`src/rtl/pipeline_ctrl_pkg.sv`:
```
// Shared types and constants for the pipeline stall/flush sequencer.
// Holds the FSM state encoding, the bubble ALUOp and the control bundle decode.
package pipeline_ctrl_pkg;

    localparam int REG_ADDR_W = 5;

    localparam logic [3:0] ALUOP_NOP = 4'h0;

    typedef enum logic [2:0] {
        ST_RUN        = 3'd0,
        ST_LOAD_STALL = 3'd1,
        ST_FLUSH      = 3'd2,
        ST_MEM_WAIT   = 3'd3,
        ST_HALT       = 3'd4
    } state_e;

    typedef struct packed {
        logic pc_write;
        logic if_id_write;
        logic if_id_flush;
        logic id_ex_write;
        logic id_ex_flush;
        logic ex_mem_write;
        logic halted;
    } ctrl_t;

    function automatic ctrl_t decode(input state_e st);
        ctrl_t c;
        c = '0;
        case (st)
            ST_RUN: begin
                c.pc_write     = 1'b1;
                c.if_id_write  = 1'b1;
                c.id_ex_write  = 1'b1;
                c.ex_mem_write = 1'b1;
            end
            ST_LOAD_STALL: begin
                c.id_ex_write  = 1'b1;
                c.id_ex_flush  = 1'b1;
                c.ex_mem_write = 1'b1;
            end
            ST_FLUSH: begin
                c.pc_write     = 1'b1;
                c.if_id_write  = 1'b1;
                c.if_id_flush  = 1'b1;
                c.id_ex_write  = 1'b1;
                c.id_ex_flush  = 1'b1;
                c.ex_mem_write = 1'b1;
            end
            ST_HALT: c.halted = 1'b1;
            default: c = '0;
        endcase
        return c;
    endfunction

endpackage

```
`src/rtl/pipeline_hazard_ctrl_load_use_detect.sv`:
```
// Combinational load-use hazard compare between the ID sources and the EX load.
// Register 0 is hard-wired, so a load to it never creates a dependency.
module load_use_detect #(
    parameter int AW = pipeline_ctrl_pkg::REG_ADDR_W
) (
    input  logic [AW-1:0] id_rs,
    input  logic [AW-1:0] id_rt,
    input  logic          id_uses_rs,
    input  logic          id_uses_rt,
    input  logic          ex_memRead,
    input  logic [AW-1:0] ex_rd,
    output logic          hz
);

    logic rs_match;
    logic rt_match;

    always_comb begin
        rs_match = id_uses_rs && (id_rs == ex_rd);
        rt_match = id_uses_rt && (id_rt == ex_rd);
        hz = ex_memRead && (ex_rd != '0) && (rs_match || rt_match);
    end

endmodule

```
`src/rtl/pipeline_hazard_ctrl.sv`:
```
// Stall/flush sequencer: Moore FSM driving PC and pipeline-register controls.
// Outputs are registered from the next-state decode so they track state_q.
module pipeline_hazard_ctrl #(
    parameter int REG_ADDR_W        = pipeline_ctrl_pkg::REG_ADDR_W,
    parameter int LOAD_STALL_CYCLES = 1,
    parameter int CNT_W             = 16
) (
    input  logic                  clock,
    input  logic                  reset,
    input  logic [REG_ADDR_W-1:0] id_rs,
    input  logic [REG_ADDR_W-1:0] id_rt,
    input  logic                  id_uses_rs,
    input  logic                  id_uses_rt,
    input  logic                  ex_memRead,
    input  logic [REG_ADDR_W-1:0] ex_rd,
    input  logic                  ex_branch_taken,
    input  logic                  mem_busy,
    input  logic                  ex_halt,
    input  logic                  resume,
    output logic                  pc_write,
    output logic                  if_id_write,
    output logic                  if_id_flush,
    output logic                  id_ex_write,
    output logic                  id_ex_flush,
    output logic                  ex_mem_write,
    output logic                  halted,
    output logic [CNT_W-1:0]      stall_count
);

    import pipeline_ctrl_pkg::*;

    localparam int CW = (LOAD_STALL_CYCLES > 1) ? $clog2(LOAD_STALL_CYCLES) : 1;

    state_e           state_q, state_d, sel;
    logic [CW-1:0]    ls_cnt_q, ls_cnt_d;
    logic [CNT_W-1:0] cnt_q, cnt_d;
    ctrl_t            ctrl_q, ctrl_d;
    logic             hz;
    logic             reeval;
    logic             stalling;

    load_use_detect #(.AW(REG_ADDR_W)) u_lud (
        .id_rs      (id_rs),
        .id_rt      (id_rt),
        .id_uses_rs (id_uses_rs),
        .id_uses_rt (id_uses_rt),
        .ex_memRead (ex_memRead),
        .ex_rd      (ex_rd),
        .hz         (hz)
    );

    always_comb begin
        if (ex_halt)              sel = ST_HALT;
        else if (mem_busy)        sel = ST_MEM_WAIT;
        else if (ex_branch_taken) sel = ST_FLUSH;
        else if (hz)              sel = ST_LOAD_STALL;
        else                      sel = ST_RUN;
    end

    always_comb begin
        state_d = state_q;
        reeval  = 1'b0;
        case (state_q)
            ST_RUN:      reeval = 1'b1;
            ST_FLUSH:    reeval = 1'b1;
            ST_LOAD_STALL:
                reeval = ex_halt || mem_busy || ex_branch_taken ||
                         (ls_cnt_q == '0);
            ST_MEM_WAIT: reeval = !mem_busy;
            ST_HALT:     if (resume) state_d = ST_RUN;
            default:     state_d = ST_RUN;
        endcase
        if (reeval) state_d = sel;
    end

    // Counter reloads whenever LOAD_STALL is (re)entered, including back-to-back.
    always_comb begin
        ls_cnt_d = ls_cnt_q;
        if (state_q == ST_LOAD_STALL && !reeval)
            ls_cnt_d = ls_cnt_q - CW'(1);
        else if (state_d == ST_LOAD_STALL)
            ls_cnt_d = CW'(LOAD_STALL_CYCLES - 1);
    end

    always_comb begin
        stalling = (state_q == ST_LOAD_STALL) ||
                   (state_q == ST_FLUSH) ||
                   (state_q == ST_MEM_WAIT);
        cnt_d = cnt_q;
        if (stalling && (cnt_q != '1))
            cnt_d = cnt_q + CNT_W'(1);
        ctrl_d = decode(state_d);
    end

    always_ff @(posedge clock) begin
        if (reset) begin
            state_q  <= ST_RUN;
            ls_cnt_q <= '0;
            cnt_q    <= '0;
            ctrl_q   <= decode(ST_RUN);
        end else begin
            state_q  <= state_d;
            ls_cnt_q <= ls_cnt_d;
            cnt_q    <= cnt_d;
            ctrl_q   <= ctrl_d;
        end
    end

    assign pc_write     = ctrl_q.pc_write;
    assign if_id_write  = ctrl_q.if_id_write;
    assign if_id_flush  = ctrl_q.if_id_flush;
    assign id_ex_write  = ctrl_q.id_ex_write;
    assign id_ex_flush  = ctrl_q.id_ex_flush;
    assign ex_mem_write = ctrl_q.ex_mem_write;
    assign halted       = ctrl_q.halted;
    assign stall_count  = cnt_q;

endmodule
```
`config.mk`:
```
export PLATFORM = sky130hd
export DESIGN_NAME = pipeline_hazard_ctrl
export DESIGN_NICKNAME = d
export VERILOG_FILES = /design/src/rtl/pipeline_ctrl_pkg.sv /design/src/rtl/pipeline_hazard_ctrl_load_use_detect.sv /design/src/rtl/pipeline_hazard_ctrl.sv
export SDC_FILE = /design/constraint.sdc
export NUM_CORES = 1
export LEC_CHECK = 0
export CAP_MARGIN = 0
export CORE_MARGIN = 2
export CORE_UTILIZATION = 55
export DETAILED_ROUTE_END_ITERATION = 16
export DONT_BUFFER_PORTS = 1
export HOLD_SLACK_MARGIN = 0.05
export PLACE_DENSITY_LB_ADDON = 0.3
export REMOVE_ABC_BUFFERS = 1
export SKIP_CTS_REPAIR_TIMING = 1
export SYNTH_ARGS = -nofsm -noshare
export SYNTH_HDL_FRONTEND = slang
export SYNTH_SLANG_ARGS = --single-unit
export TNS_END_PERCENT = 30
```
`constraint.sdc`:
```
create_clock -name clock -period 1.45 [get_ports clock]
set_input_delay 0.2175 -clock clock [delete_from_list [all_inputs] [get_ports clock]]
set_output_delay 0.2175 -clock clock [all_outputs]
set_load 0.01 [all_outputs]
```
==> out/summary.md <==
The flow ran to the end, but the final reports show violations. The checks that failed: hold timing, setup timing. The number of pins with negative max-slew slack in the final report is 0.

The clock-pin slew on the worst setup and hold paths is 0.14 ns, and the post-detailed-route DRC marker count is 0. Total cell area at the placement stage: 1564 um^2. At the worst endpoint, the required time is 1.67 ns. The CTS buffer count is 3. Overall track demand over capacity in global routing: 0.2340. STA puts the critical path data arrival time at 1.75 ns.

Dividing total power by cell area gives a power density of 703.6 nW/um^2. Fill cells in the final layout number 161. Post-synthesis cell type count: 42.

The worst setup slack after layout was -0.07492 ns; the fraction of synthesized cell area taken by the top area cell type was 0.3763. The run gives 3327 um as the wire length reported by the detailed router. Setup repair after global routing could not meet its margin everywhere. The count of nets left with antenna violations once routing finished came out at 0. The run gives 0 as the number of warnings printed during yosys synthesis.

The standby leakage power was 0.0006513 uW; the slew of the pin with the lowest slew margin was 0.4410 ns. Wire segments on met2 add up to 1635 um in the final route. The most common library cell in the layout ignoring fill and taps is buf_4. Cell type contributing the most total cell area after synthesis: dfxtp_1. The async set-reset flop share out of synthesis is 0. The run gives 25 as the maximum number of pins on one net before global-route repair. The min-delay analysis places its worst path in the category primary input to flip-flop. The core region is 2255 um^2. The area growth from synthesis to layout is 27.75%, and the initial core utilization is 0.5899. The dominant synthesized flop cell is dfxtp_1. Synthesis handed over a netlist of 148 instances. The die covers 2828 um^2. The tree is rooted in a clkbuf_4.

The total of buffers placed on input and output ports is 0, and the final antenna diode count is 0. The detailed router finished its first iteration with 32 violations. No sink is reached through more buffers than the 2 on the longest clock path. TritonCTS built the clock tree. The tools report the area of all placed cells without fillers as 1699 um^2. The achievable clock frequency was 655.8 MHz. In this run the top signal layer used is met4. The floorplan has 17 rows.

The worst slew slack as a fraction of its limit was 0.7019; the number of max-capacitance violations reported was 0. In this run, synthesis inferred 0 flip-flops with an integrated enable. The sequential-to-total area share from yosys stat was 0.3763.

From bottom edge to top edge, the die measures 53.18 um. The first TritonRoute pass finished after 4 iterations. The final route contains 1229 vias.

Once placement completed, the tool counted placed cells totaling 202. The detailed router put a total of 1466 um of wire on met1. Wire segments on met3 add up to 197 um in the final route. Across the VDD grid, the largest voltage drop is 0.5870 mV. Fraction of layout instances using a drive strength above 1: 0.3966.

STA classifies the critical path startpoint as a flip-flop. The worst-case clock skew was 0.006617 ns. The number of H-tree levels was 1. The worst setup path is of the flip-flop to flip-flop kind. Synthesis inferred 25 register bits.

Along the worst path, the maximum fanout reaches 4. Measured along the x axis, the die boundary spans 53.18 um. The finished layout holds 207 standard cells, fillers aside. The final clock period utilization by the worst path was 1.052; the synthesized area per cell was 8.987 um^2.

The initial antenna violation count is 0, and the minimum period implied by the final worst setup slack is 1.525 ns. The first global-routing pass estimated 4892 um of wire. The average wire length per cell after detail routing came out at 16.07 um. 47 I/O pins were placed.

In the layout the commonest cells are buf_4 (31), nor2_1 (19), xnor2_1 (18). Setup violations remaining at the end of the flow were counted as 3. The total congestion overflow after global routing came out at 0.

After the last flow step, the layout net total stands at 205. The worst-skew pair later-pin latency is 0.32 ns, and the post-route worst hold slack is -0.06691 ns. After synthesis the cells add up to 1330 um^2.

The run gives -0.07879 ns as the setup slack at placement. In the final layout, the multi-input gates occupy 873.3 um^2. The placed wire-length estimate after detailed placement was 2363 um. The via-per-instance ratio was 5.937; the final weighted congestion in routability-driven placement was 0.8638. Sorting the synthesized cells by area gives the leading types as dfxtp_1 (38%), xnor2_1 (12%), nor2_1 (5.9%).

The number of hold violations in the final report is 22. In the final layout, flip-flops and latches occupy 515.5 um^2. The tools report the element type at the critical path end as a flip-flop. The logs give 25 for the number of clock sinks seen by CTS and 1158 for the via count of the first global-routing pass.
## power breakdown
group | switching, uW | total [uW] | internal, uW
sequential | 26.1 | 735 | 708
combinational | 65.9 | 141 | 75.5
clock | 216 | 320 | 103
## final cells by class
type | instances | share of cell area
clock buffers | 3 | 0.01325
clock inverters | 1 | 0.002946
inverters | 1 | 0.002209
multi-input cells | 117 | 0.5140
flip-flops and latches | 25 | 0.3034
well taps | 28 | 0.02062
repair buffers | 32 | 0.1436
## logic make-up (layout without fill, tap and decap cells)
family          count (synthesis)  in the layout  share of synthesized area
flops                          25             25                     0.3763
xor+xnor                       22             22                     0.1449
compound gates                 23             23                     0.1242
simple gates                   71             71                     0.3170
fa+ha+maj                       1              1                   0.009406
buf+inv                         6             37                    0.02822
## worst paths after layout
kind / start / to / slack, ns / depth (start not counted)
setup / recovery: stall_count[6] / stall_count[9] / -0.07 / 6
hold / removal: reset / stall_count[10] / -0.07 / 1
setup reg to reg: stall_count[6] / stall_count[9] / -0.07 / 6
hold reg to reg: ls_cnt_q / ls_cnt_q / 0.49 / 2
## metrics by stage
step                utilization  setup TNS [ns]  hold slack (ns)  power [uW]
global route             0.7536         -0.8628         -0.08436        1244
finish                   0.7536         -0.1378         -0.06691        1196
detailed placement       0.6937         -0.4082           0.2902       877.6
global placement         0.6937         -0.2125           0.2897       872.6
floorplan                     -          -1.195           0.2854       833.2
CTS                      0.7059         -0.7533         -0.06751        1186
## sequential cells by signal (all words and copies together), names as in the netlist
register and cells:
stall_count 16, state_q 3, ex_mem_write 1, halted 1
id_ex_flush 1, if_id_flush 1, ls_cnt_q 1, pc_write 1
## synthesized netlist by cell type (all sizes together) (2+ instances only)
master / number
xnor2: 18
nor4: 2
o21ai: 3
nand3b: 2
nor2: 22
nor4b: 5
nand2: 7
a21o: 3
xor2: 4
a311oi: 2
a21oi: 8
nand4: 11
buf: 3
o21bai: 2
and3: 2
nand3: 4
clkbuf: 2
dfxtp: 25
and4: 2
nor3: 8
## critical path: stages (launching register included)
cell and delay (ns):
dfxtp_1 0.38, nand4_2 0.15, nor4_4 0.32, buf_4 0.17
nand4b_1 0.14, xor2_1 0.18, nor2_1 0.08
## metal layers
layer  vias to the layer above  GRT usage
met3                         6    0.05085
met4                         0    0.07265
li1                        608          -
met1                       582     0.2997
met5                         -          0
met2                        33     0.3896
Power figures use the tool's default switching activity.
